[src/rtl/fifo_rd_ctrl.sv]
// Read-side controller of the async FIFO: read pointer, EMPTY flag and a one-word FWFT output stage.
// Optional feature macro: FIFO_RD_GRAY_EN (Gray-coded read pointer export; binary copy when undefined).
module fifo_rd_ctrl #(
  parameter int DATA_WIDTH = 8,
  parameter int ADDR_WIDTH = 4
) (
  input  logic                  r_clk,
  input  logic                  r_rst,
  input  logic [ADDR_WIDTH:0]   write_addr_sync,
  input  logic [DATA_WIDTH-1:0] mem_rdata,
  output logic [ADDR_WIDTH-1:0] mem_raddr,
  output logic [ADDR_WIDTH:0]   read_addr,
  output logic [ADDR_WIDTH:0]   read_addr_gray,
  output logic                  EMPTY_flag,
  output logic [DATA_WIDTH-1:0] rd_data,
  output logic                  rd_valid,
  input  logic                  rd_ready,
  output logic                  state_dbg
);

  typedef enum logic {
    S_EMPTY = 1'b0,
    S_FULL  = 1'b1
  } state_t;

  localparam logic [ADDR_WIDTH:0] PTR_ONE = {{ADDR_WIDTH{1'b0}}, 1'b1};

  state_t              state;
  logic                pop;
  logic [ADDR_WIDTH:0] next_addr;
  logic [ADDR_WIDTH:0] next_gray;

  // Handshake: a word moves to the consumer on any edge where rd_valid && rd_ready;
  // rd_valid is held (with rd_data stable) until that happens.
  assign EMPTY_flag = (read_addr == write_addr_sync);
  assign pop        = !EMPTY_flag && (!rd_valid || rd_ready);
  assign next_addr  = read_addr + PTR_ONE;
  assign mem_raddr  = read_addr[ADDR_WIDTH-1:0];
  assign state_dbg  = (state == S_FULL);

`ifdef FIFO_RD_GRAY_EN
  assign next_gray = next_addr ^ (next_addr >> 1);
`else
  assign next_gray = next_addr;
`endif

  always_ff @(posedge r_clk) begin
    if (r_rst) begin
      state          <= S_EMPTY;
      rd_valid       <= 1'b0;
      rd_data        <= '0;
      read_addr      <= '0;
      read_addr_gray <= '0;
    end else begin
      case (state)
        S_EMPTY: begin
          if (pop) begin
            state          <= S_FULL;
            rd_valid       <= 1'b1;
            rd_data        <= mem_rdata;
            read_addr      <= next_addr;
            read_addr_gray <= next_gray;
          end
        end
        S_FULL: begin
          if (pop) begin
            // Consumer took the old word this edge; the next one replaces it.
            rd_data        <= mem_rdata;
            read_addr      <= next_addr;
            read_addr_gray <= next_gray;
          end else if (rd_ready) begin
            state    <= S_EMPTY;
            rd_valid <= 1'b0;
          end
        end
        default: begin
          state    <= S_EMPTY;
          rd_valid <= 1'b0;
        end
      endcase
    end
  end

endmodule

[config.mk]
export PLATFORM = sky130hd
export DESIGN_NAME = fifo_rd_ctrl
export DESIGN_NICKNAME = d
export VERILOG_FILES = /design/src/rtl/fifo_rd_ctrl.sv
export SDC_FILE = /design/constraint.sdc
export NUM_CORES = 1
export LEC_CHECK = 0
export CORE_MARGIN = 10
export CORE_UTILIZATION = 40
export CTS_BUF_LIST = sky130_fd_sc_hd__clkbuf_8
export DETAILED_ROUTE_END_ITERATION = 7
export PLACE_DENSITY = 0.9
export SYNTH_ARGS = -nofsm -noshare
export SYNTH_HDL_FRONTEND = slang
export SYNTH_SLANG_ARGS = --single-unit
[constraint.sdc]
create_clock -name r_clk -period 1.5 [get_ports r_clk]
set_input_delay 0.3 -clock r_clk [delete_from_list [all_inputs] [get_ports r_clk]]
set_output_delay 0.3 -clock r_clk [all_outputs]
set_load 0.005 [all_outputs]
Yosys cells after proc, flatten, opt, wreduce, memory -nomap -nowiden. Cells that the tools add are included.

Reduce and logical (&&, ||, !) cells: 5. Bitwise gates (word level): 1. $add $sub $neg: 1. Eq/ne operators: 4. Mux-type cells: 10.

Operator list (count): 8-bit 2-to-1 mux (1); 1-bit 2-to-1 mux (6); 2-bit != test (second input constant) (3); 5-bit by 1-bit adder with 5-bit output (second input constant) (1); 5-bit == test (1); 5-bit 2-to-1 mux (1); 1-bit one-hot mux with 2 select lines (2); 3-bit AND reduction (1); 1-bit logical NOT (2); 1-bit logical AND (1); 1-bit logical OR (1); 1-bit inverter (1).

Word-level logic and storage cells: 25. Output and inout port bits: 25. Input port bits: 16. Bits in registers: 15.

Longest topological paths before layout.
Depth in word-level cells: 5. Depth in mapped cells: 5. Mapped depth without buffers: 4.

Worst setup path before layout. Ideal clock, no wire load.

Kind: reg2reg. From: register read_addr_gray[2] (netlist name). To: register read_addr_gray[0]. Path buffers: 0. Period minus slack after synthesis: 1396 ps. Setup time: 121 ps. Data required time: 1379 ps. Cell stages (with the launch flop): 5. Arrival time: 1275 ps. Slack: 104 ps. Cell sequence: dfxtp_1 -> xor2_1 -> nor3_4 -> a21boi_2 -> mux2_2.

RTL lines: end signal: assignment (line 62) `read_addr_gray <= next_gray;`; end signal: assignment (line 70) `read_addr_gray <= next_gray;`; end: declaration (line 13) `output logic [ADDR_WIDTH:0] read_addr_gray,`.

==> results.json <==
{
  "status": "complete, no violations",
  "grt_pass1_vias": 875,
  "dieArea_um2": 4240,
  "vdd_drop_max_uv": 677,
  "start_kind": "flip-flop",
  "period_share_pct": 99.6,
  "synthesis.area_um2": 813,
  "fp.coreArea_um2": 1940,
  "ys_types": 25,
  "viasPerCell": 4.80,
  "p_leak_nw": 0.657,
  "finalInstanceArea_um2": 1330,
  "critical_path_required_ns": 1.20,
  "portBuffers": 40,
  "path_class": "reg2out",
  "cts_tree": "done",
  "whs_ns": 0.462,
  "wl_per_cell_um": 14.7,
  "nets": 152,
  "num_io_pins": 41,
  "final_util_pct": 68.4,
  "route.detailed.drc": 0,
  "place_congestion": 0.774,
  "cts_root_buffer": "clkbuf_8",
  "grt_pass1_wl_um": 3750,
  "drtAntennaViolNets": 0,
  "grt_max_degree": 20,
  "fin_setup_tns_ns": 0,
  "synthCells": 90,
  "fin_ws_ns": 0.00672,
  "die-height_um": 65.1,
  "drtIter0Drc": 12,
  "clockBufferDepth": 2,
  "worstPathMaxFanout": 2,
  "grt_setup_unrepaired": "true",
  "clk_pin_slew_ns": 0.06,
  "cts_hold_buf": 0,
  "start_util_pct": 41.9,
  "place_area_um2": 1250,
  "slew_headroom_pct": 77.5,
  "hold_class": "reg2reg",
  "worst_slew_pin_slew_ns": 0.337,
  "clock_sinks": 15,
  "stdcell_count": 161,
  "multi_input_area_um2": 455,
  "place_hpwl_um": 1840,
  "hold_viol_final": 0,
  "syn_area_per_cell_um2": 9.04,
  "holdPathStages": 2,
  "seqCellArea_um2": 307,
  "worstSkewPairLatency_ns": 0.25,
  "dp_cells": 156,
  "finalClockSkew_ns": 0.00229,
  "endpoint_kind": "output port",
  "dr.pass1.iters": 3,
  "preCtsSetupSlack_ns": -0.567,
  "via_count": 773,
  "reg2reg_depth": 5,
  "syn_to_final_growth_pct": 63.4,
  "worst-endpoint-arrival_ns": 1.19,
  "antennaDiodeCount": 0,
  "drive_gt1_share_pct": 25.4,
  "overflow": 0,
  "cts_inserted_buffers": 3,
  "grt_antenna_before_repair": 0,
  "fin_crit_ns": 1.49,
  "ys_seq_area_share_pct": 36.9,
  "die_x_um": 65.1,
  "routed_wl_um": 2360,
  "cap_violations": 0,
  "rows": 16,
  "power.density_nw_per_um2": 843,
  "most-common-layout-cells": "clkdlybuf4s50_1, nand2_1, dlygate4sd2_1",
  "synth_seq_cells": 15,
  "track_usage_pct": 11.1,
  "fill_cells": 158,
  "power_mw": 1.12,
  "fmax_ghz": 0.670,
  "syn-num-nets": 107,
  "setup_viol": 0,
  "htree_levels": 1,
  "layout_commonest_cell": "clkdlybuf4s50_1",
  "ys_warn_count": 0,
  "slew_violations": 0
}
sequential cells by signal, indices dropped and copies added, names as in the netlist:
signal          cells
state_dbg           1
read_addr_gray      5
rd_valid            1
rd_data             8
final cells by class:
type                            count  share of cell area, %
Timing Repair Buffer               53                   36.2
Clock inverter                      1                  0.282
Sequential cell                    15                   23.1
Tap cell                           27                   2.54
Clock buffer                        3                   3.11
Multi-Input combinational cell     60                   34.3
Inverter                            2                  0.565
critical path, cell delays in order (launching register included):
cell	delay (ns)
dfxtp_2	0.33
xor2_2	0.15
nor3_4	0.20
and2_4	0.17
buf_6	0.09
power breakdown:
part / switching, mW / internal, mW / leakage [nW]
registers: 0.0232 / 0.435 / 0.126
clock network: 0.137 / 0.181 / 0.0269
logic: 0.146 / 0.198 / 0.504
per-layer routing:
metal | share of wire (%) | up-vias | global-route usage (%)
met2 | 44 | 43 | 18.1
met3 | 15 | 7 | 7.63
li1 | - | 379 | -
met5 | 0 | - | 0
met4 | 1.9 | 0 | 5.35
met1 | 39 | 344 | 10.5
final timing paths:
path,end,slack (ns),start
worst min-delay path,rd_data[3],0.46,rd_data[3]
worst max-delay path,EMPTY_flag,0.007,read_addr_gray[0]
worst max register to register,read_addr_gray[0],0.05,read_addr_gray[0]
worst min register to register,rd_data[3],0.46,rd_data[3]
synthesized netlist by cell type:
master	n	area, µm²
buf_2	1	5.00
ha_1	1	12.5
a211oi_1	2	15.0
nand2_1	18	67.6
a21oi_1	3	15.0
buf_4	9	67.6
nor2_1	3	11.3
nand2b_1	1	6.26
nand4_1	2	12.5
clkbuf_1	2	7.51
nand3_1	1	5.00
nor3_4	1	16.3
dfxtp_1	15	300
nor2b_1	4	25.0
a21boi_2	1	11.3
inv_1	2	7.51
a311o_1	1	10.0
o21a_1	2	15.0
a41oi_1	1	8.76
and2_4	1	8.76
buf_6	1	11.3
nor2_2	1	6.26
mux2_2	3	33.8
mux2i_1	9	90.1
xor2_1	5	43.8
logic make-up (layout without fill, tap and decap cells):
kind of cell    count (synthesis)  after routing  synth area share [%]
simple gates                   32             32                  19.5
flops                          15             15                  36.9
buf+inv                        15             59                  12.2
mux                            12             12                  15.2
compound gates                 10             10                  9.23
xor+xnor                        5              5                  5.38
fa+ha+maj                       1              1                  1.54
what timing repair did:
item	in CTS	in global routing
cloned	1	0
pin swaps	7	2
setup buffers	1	0
resized for setup	34	4
setup endpoints to repair	29	4
Power figures use the tool's default switching activity.
